[config.mk]
export PLATFORM = sky130hd
export DESIGN_NAME = pico_acc_flat
export DESIGN_NICKNAME = d
export VERILOG_FILES = /design/src/rtl/pico_acc_pkg.sv /design/src/rtl/pico_acc_if.sv /design/src/rtl/pico_alu.sv /design/src/rtl/pico_acc.sv /design/src/flat_wrapper.sv
export SDC_FILE = /design/constraint.sdc
export NUM_CORES = 1
export LEC_CHECK = 0
export CORE_UTILIZATION = 35
export CTS_CLUSTER_SIZE = 25
export DETAILED_ROUTE_END_ITERATION = 16
export GPL_TIMING_DRIVEN = 0
export MAX_ROUTING_LAYER = met4
export PLACE_DENSITY = 0.59
export SLEW_MARGIN = 10
export SYNTH_ARGS = -nofsm -noshare
export SYNTH_HDL_FRONTEND = slang
export SYNTH_SLANG_ARGS = --single-unit
[constraint.sdc]
create_clock -name clk -period 2.85 [get_ports clk]
set_input_delay 0.4275 -clock clk [delete_from_list [all_inputs] [get_ports clk]]
set_output_delay 0.4275 -clock clk [all_outputs]
set_load 0.03 [all_outputs]
[src/rtl/pico_acc_pkg.sv]
// Shared types and constants for the pico_acc accumulator block.
package pico_acc_pkg;

  typedef enum logic [3:0] {
    OP_NOP   = 4'd0,
    OP_LOAD  = 4'd1,
    OP_CLEAR = 4'd2,
    OP_INC   = 4'd3,
    OP_DEC   = 4'd4,
    OP_ADD   = 4'd5,
    OP_SUB   = 4'd6,
    OP_AND   = 4'd7,
    OP_OR    = 4'd8,
    OP_XOR   = 4'd9,
    OP_NOT   = 4'd10,
    OP_SHL   = 4'd11,
    OP_SHR   = 4'd12,
    OP_ROL   = 4'd13,
    OP_ROR   = 4'd14,
    OP_MUL   = 4'd15
  } op_e;

  typedef enum logic {
    IDLE = 1'b0,
    MUL  = 1'b1
  } state_e;

  localparam int unsigned FLAG_N = 3;
  localparam int unsigned FLAG_Z = 2;
  localparam int unsigned FLAG_C = 1;
  localparam int unsigned FLAG_V = 0;

  // Place individual flag bits at their architectural positions.
  function automatic logic [3:0] pack_flags(input logic n, input logic z,
                                            input logic c, input logic v);
    logic [3:0] f;
    f         = '0;
    f[FLAG_N] = n;
    f[FLAG_Z] = z;
    f[FLAG_C] = c;
    f[FLAG_V] = v;
    return f;
  endfunction

endpackage

[src/rtl/pico_acc_if.sv]
// Command/result port of the accumulator: decode side is master, block is slave.
interface pico_acc_if
  import pico_acc_pkg::*;
#(
  parameter int unsigned WIDTH = 8
) ();
  logic             valid;
  logic             ready;
  op_e              op;
  logic [WIDTH-1:0] operand;
  logic             sin;
  logic [WIDTH-1:0] acc;
  logic [WIDTH-1:0] acc_hi;
  logic [3:0]       flags;
  logic             done;

  modport master (
    output valid, op, operand, sin,
    input  ready, acc, acc_hi, flags, done
  );

  modport slave (
    input  valid, op, operand, sin,
    output ready, acc, acc_hi, flags, done
  );
endinterface

[src/rtl/pico_alu.sv]
// Combinational single-cycle ALU for opcodes NOP..ROR; MUL is handled by the top.
module pico_alu
  import pico_acc_pkg::*;
#(
  parameter int unsigned WIDTH = 8
) (
  input  op_e              op_i,
  input  logic [WIDTH-1:0] a_i,
  input  logic [WIDTH-1:0] b_i,
  input  logic             sin_i,
  output logic [WIDTH-1:0] res_o,
  output logic             c_o,
  output logic             v_o
);
  localparam int unsigned MSB = WIDTH - 1;

  logic [WIDTH:0] sum, diff, inc, dec;

  // Wide adders expose carry/borrow in the extra top bit.
  always_comb begin
    sum  = {1'b0, a_i} + {1'b0, b_i};
    diff = {1'b0, a_i} - {1'b0, b_i};
    inc  = {1'b0, a_i} + {{WIDTH{1'b0}}, 1'b1};
    dec  = {1'b0, a_i} - {{WIDTH{1'b0}}, 1'b1};
  end

  // Result and carry/overflow selection per opcode.
  always_comb begin
    res_o = a_i;
    c_o   = 1'b0;
    v_o   = 1'b0;
    case (op_i)
      OP_NOP:   res_o = a_i;
      OP_LOAD:  res_o = b_i;
      OP_CLEAR: res_o = '0;
      OP_INC: begin
        res_o = inc[MSB:0];
        c_o   = inc[WIDTH];
        v_o   = ~a_i[MSB] & inc[MSB];
      end
      OP_DEC: begin
        res_o = dec[MSB:0];
        c_o   = dec[WIDTH];
        v_o   = a_i[MSB] & ~dec[MSB];
      end
      OP_ADD: begin
        res_o = sum[MSB:0];
        c_o   = sum[WIDTH];
        v_o   = (a_i[MSB] == b_i[MSB]) && (sum[MSB] != a_i[MSB]);
      end
      OP_SUB: begin
        res_o = diff[MSB:0];
        c_o   = diff[WIDTH];
        v_o   = (a_i[MSB] != b_i[MSB]) && (diff[MSB] != a_i[MSB]);
      end
      OP_AND:   res_o = a_i & b_i;
      OP_OR:    res_o = a_i | b_i;
      OP_XOR:   res_o = a_i ^ b_i;
      OP_NOT:   res_o = ~a_i;
      OP_SHL: begin
        res_o = {a_i[MSB-1:0], sin_i};
        c_o   = a_i[MSB];
      end
      OP_SHR: begin
        res_o = {sin_i, a_i[MSB:1]};
        c_o   = a_i[0];
      end
      OP_ROL: begin
        res_o = {a_i[MSB-1:0], a_i[MSB]};
        c_o   = a_i[MSB];
      end
      OP_ROR: begin
        res_o = {a_i[0], a_i[MSB:1]};
        c_o   = a_i[0];
      end
      OP_MUL:   res_o = a_i;
    endcase
  end
endmodule

[src/rtl/pico_acc.sv]
// Accumulator datapath: registers, NZCV flags, single-cycle ALU ops and a
// WIDTH-cycle shift-add unsigned multiplier behind a valid/ready command port.
module pico_acc
  import pico_acc_pkg::*;
#(
  parameter int unsigned WIDTH = 8
) (
  input  logic      clk,
  input  logic      rst,
  pico_acc_if.slave bus
);
  localparam int unsigned CNT_W = $clog2(WIDTH + 1);

  state_e               state_q;
  logic [WIDTH-1:0]     acc_q, acc_hi_q;
  logic [3:0]           flags_q;
  logic                 done_q;
  logic [CNT_W-1:0]     cnt_q;
  logic [2*WIDTH-1:0]   mcand_q, prod_q, prod_d;
  logic [WIDTH-1:0]     mplier_q;
  logic [WIDTH-1:0]     alu_res;
  logic                 alu_c, alu_v;

  pico_alu #(.WIDTH(WIDTH)) u_alu (
    .op_i  (bus.op),
    .a_i   (acc_q),
    .b_i   (bus.operand),
    .sin_i (bus.sin),
    .res_o (alu_res),
    .c_o   (alu_c),
    .v_o   (alu_v)
  );

  // Multiplicand shifts left and multiplier right each step, so only bit 0
  // of the multiplier is inspected and the counter just tracks iterations.
  always_comb begin
    prod_d = prod_q + (mplier_q[0] ? mcand_q : '0);
  end

  // Command acceptance, multiplier FSM and all architectural registers.
  always_ff @(posedge clk or posedge rst) begin
    if (rst) begin
      state_q  <= IDLE;
      acc_q    <= '0;
      acc_hi_q <= '0;
      flags_q  <= '0;
      done_q   <= 1'b0;
      cnt_q    <= '0;
      mcand_q  <= '0;
      mplier_q <= '0;
      prod_q   <= '0;
    end else begin
      done_q <= 1'b0;
      case (state_q)
        IDLE: begin
          if (bus.valid) begin
            if (bus.op == OP_MUL) begin
              mcand_q  <= {{WIDTH{1'b0}}, acc_q};
              mplier_q <= bus.operand;
              prod_q   <= '0;
              cnt_q    <= '0;
              state_q  <= MUL;
            end else begin
              done_q <= 1'b1;
              if (bus.op != OP_NOP) begin
                acc_q   <= alu_res;
                flags_q <= pack_flags(alu_res[WIDTH-1], alu_res == '0, alu_c, alu_v);
              end
            end
          end
        end
        MUL: begin
          prod_q   <= prod_d;
          mcand_q  <= mcand_q << 1;
          mplier_q <= mplier_q >> 1;
          cnt_q    <= cnt_q + CNT_W'(1);
          if (cnt_q == CNT_W'(WIDTH - 1)) begin
            acc_q    <= prod_d[WIDTH-1:0];
            acc_hi_q <= prod_d[2*WIDTH-1:WIDTH];
            flags_q  <= pack_flags(prod_d[WIDTH-1], prod_d[WIDTH-1:0] == '0,
                                   |prod_d[2*WIDTH-1:WIDTH], 1'b0);
            done_q   <= 1'b1;
            cnt_q    <= '0;
            state_q  <= IDLE;
          end
        end
      endcase
    end
  end

  assign bus.ready  = (state_q == IDLE);
  assign bus.acc    = acc_q;
  assign bus.acc_hi = acc_hi_q;
  assign bus.flags  = flags_q;
  assign bus.done   = done_q;
endmodule

[src/flat_wrapper.sv]
// flat-port wrapper written by rule: the top's interface ports become plain ports
module pico_acc_flat import pico_acc_pkg::*;
#(
  parameter int unsigned WIDTH = 8
)
  (clk, rst, bus_valid, bus_op, bus_operand, bus_sin, bus_ready, bus_acc, bus_acc_hi, bus_flags, bus_done);
  pico_acc_if #(.WIDTH(WIDTH)) bus_i ();
  input  logic clk;
  input  logic rst;
  input wire logic [$bits(bus_i.valid)-1:0] bus_valid;
  input wire logic [$bits(bus_i.op)-1:0] bus_op;
  input wire logic [$bits(bus_i.operand)-1:0] bus_operand;
  input wire logic [$bits(bus_i.sin)-1:0] bus_sin;
  output wire logic [$bits(bus_i.ready)-1:0] bus_ready;
  output wire logic [$bits(bus_i.acc)-1:0] bus_acc;
  output wire logic [$bits(bus_i.acc_hi)-1:0] bus_acc_hi;
  output wire logic [$bits(bus_i.flags)-1:0] bus_flags;
  output wire logic [$bits(bus_i.done)-1:0] bus_done;
  assign bus_i.valid = bus_valid;
  assign bus_i.op = bus_op;
  assign bus_i.operand = bus_operand;
  assign bus_i.sin = bus_sin;
  assign bus_ready = bus_i.ready;
  assign bus_acc = bus_i.acc;
  assign bus_acc_hi = bus_i.acc_hi;
  assign bus_flags = bus_i.flags;
  assign bus_done = bus_i.done;
  pico_acc #(.WIDTH(WIDTH)) u_core (.clk(clk), .rst(rst), .bus(bus_i));
endmodule
==> impl_metrics.yaml <==
floorplanning:
  start_util_pct: 36.2
  row_count: 45
  ios: 38
  die_area_mm2: 0.0163
  placeableCoreArea_mm2: 0.0153
  die_x_um: 128
  fp.dieH_um: 128
critical_path:
  crit_arrival_ns: 3.25
  crit_fanout: 8
  startpoint_type: "register"
  cp_data_required_time_ns: 3.13
  r2r-start: "u_core.mplier_q[0]"
  reg2reg_depth: 11
  reg2reg_to: "u_core.bus.flags[2]"
  endpoint_kind: "register"
  criticalPathCategory: "reg2reg"
  ff2ff_setup_slack_ns: -0.12
sta:
  fin_skew_ns: 0.00770
  drv_slew: 0
  fin_crit_sh_pct: 104
  period_minus_slack_ns: 2.97
  finalSetupTns_ns: -0.341
  max_slew_margin_pct: 50.0
  tightest_slew_ns: 0.747
  setup_slack_ns: -0.120
  fmax_ghz: 0.337
  hold_viol: 0
  timing.hold.ws_ns: 0.487
  setup_viol: 4
  rsz0062_at_grt: "true"
detailed_routing:
  post_drt_wl_per_cell_um: 21.7
  vias: 5810
  first_iter_violations: 531
  wl_um: 21400
  drt_first_pass_iters: 5
  ant_nets: 0
  drt-vias-per-instance: 5.89
  drc_errors: 0
final_layout:
  final_common_cell: "nand2_1"
  fin_nets: 833
  areaGrowthSynthToFinish_pct: 30.1
  antenna_cells: 0
  fillers: 1519
  drive_gt1_share_pct: 18.5
  layout_common_cells: "91 x nand2_1, 58 x dfrtp_1, 57 x o21ai_0"
run:
  cap_violations: 0
synthesis:
  synth_warnings: 0
  ys_types: 69
  syn_inst: 696
  seq_area_frac_synth_pct: 29.4
  synth_edf_count: 0
  synthFlopType: "dfrtp_1"
  synth.avg_cell_area_um2: 7.96
  synth_nets: 759
  async_reset_ff_share_pct: 100
  netlist_area_mm2: 0.00554
  ys_ff_latch: 65
min_path:
  min_to: "u_core.mplier_q[0]"
  worstHoldPathType: "reg2reg"
  worstHoldStart: "u_core.mplier_q[1]"
  hold_depth: 2
power_and_ir_drop:
  max-vdd-ir-drop_mv: 0.446
  p_leak_nw: 3.07
  power.density_mw_per_mm2: 943
place:
  hpwl_um: 15800
  gp_congestion: 0.981
  portBuffers: 35
clocking:
  hold_buffers: 0
  cts.sink_count: 65
  cts_tree: "built"
  numCtsBuffers: 9
  root_buffer: "clkbuf_16"
  ctsLongestPathBuffers: 2
  clk_transition_reported_paths_ns: 0.06
  h-tree-depth: 3
  clock_latency_ns: 0.34
grt:
  grt_pass1_wl_um: 33000
  grt.total_usage_pct: 27.7
  antenna_found_initial: 0
  grt_max_degree: 66
  overflow: 0
  grt_pass1_vias: 5674
outcome:
  outcome: "finished with violations"
  violations: "setup timing"
==> layer usage <==
layer  GRT usage [%]  wire length [um]  up-vias
met1            31.8              8530     2856
met2            48.4             10900      217
met3            3.42              1060       63
met4            12.1               957        0
li1                -                 -     2674
met5               -                 0        -
==> power by group <==
part	internal [W]	switching, W
clock network	0.000698	0.000421
registers	0.00127	0.000267
logic	0.00167	0.00247
==> Yosys cell counts, types with 8 or more instances <==
cell type,n,area (um2)
o22ai_1,10,62.6
a22o_1,10,87.6
nand3_1,11,55.1
a21oi_1,47,235
nor3_1,14,70.1
nand2_1,92,345
nor2_1,51,191
dfrtp_1,65,1630
xor2_1,8,70.1
and3_1,8,50.1
ha_1,44,551
o21ai_0,62,310
xnor2_1,21,184
inv_1,34,128
clkbuf_1,36,135
a21o_1,12,90.1
and2_1,20,125
==> worst max-delay path: stages, from the launching register on <==
cell	delay, ns
dfrtp_2	0.38
buf_8	0.12
and2_4	0.14
ha_4	0.12
inv_2	0.04
fa_2	0.36
buf_6	0.14
xnor2_4	0.14
or4b_4	0.54
or4_4	0.57
o31ai_4	0.23
a21o_1	0.11
==> flip-flops by register name, indices dropped and copies added (netlist names) <==
signal and flops:
u_core.bus.acc 7, u_core.bus.acc_hi 8, u_core.bus.done 1, u_core.bus.flags 4, u_core.cnt_q 4, u_core.mcand_q 16
u_core.mplier_q 8, u_core.prod_q 16, u_core.state_q 1
==> per-stage QoR <==
step                worst slack (ns)  instance area [um2]  utilization [%]  power (W)  instances
floorplan                     0.0269                 5550                -    0.00380        696
CTS                           -0.206                 6860             44.8    0.00643        971
global placement               -1.31                 6160             40.2    0.00491        942
finish                        -0.120                 7210             47.1    0.00680        986
detailed placement             -1.29                 6190             40.4    0.00498        943
global route                  -0.193                 7210             47.1    0.00722        986
==> worst max path at each step <==
stage                                  start             endpoint  slack, ns  depth (start not counted)
final                     u_core.mplier_q[0]  u_core.bus.flags[2]      -0.12                         11
after detailed placement   u_core.bus.acc[0]  u_core.bus.flags[2]      -1.29                         13
after global routing      u_core.mplier_q[0]  u_core.bus.flags[2]      -0.19                         15
after global placement     u_core.bus.acc[0]  u_core.bus.flags[2]      -1.31                         13
after floorplan            u_core.bus.acc[0]  u_core.bus.flags[2]       0.03                         13
after CTS                  u_core.bus.acc[0]  u_core.bus.flags[2]      -0.21                         13
==> logic make-up (layout without fill, tap and decap cells) <==
group	after synthesis	in the layout	synth area share (%)
flops	65	65	29.4
buf+inv	83	162	6.03
compound gates	231	231	27.6
fa+ha+maj	47	47	11.0
simple gates	230	230	19.3
mux	11	11	2.08
xor+xnor	29	29	4.59
==> area by class of cell <==
cell class                      instances  area, um2  area share [%]
Clock inverter                          5       55.1           0.764
Timing Repair Buffer                   68        631            8.75
Multi-Input combinational cell        548       3970            55.1
Tap cell                              211        264            3.66
Sequential cell                        65       1640            22.7
Clock buffer                           11        243            3.37
Buffer                                 42        249            3.46
Inverter                               36        155            2.15
==> repair_timing <==
action                                  4_1_cts  5_1_grt
setup buffers                                16       17
endpoints found under the setup margin       25       20
gates resized for setup                      55       65
pin swaps                                    19       24
endpoints found under the hold margin         0        0
cloned                                        0        0
(Power assumes the default switching activity.)
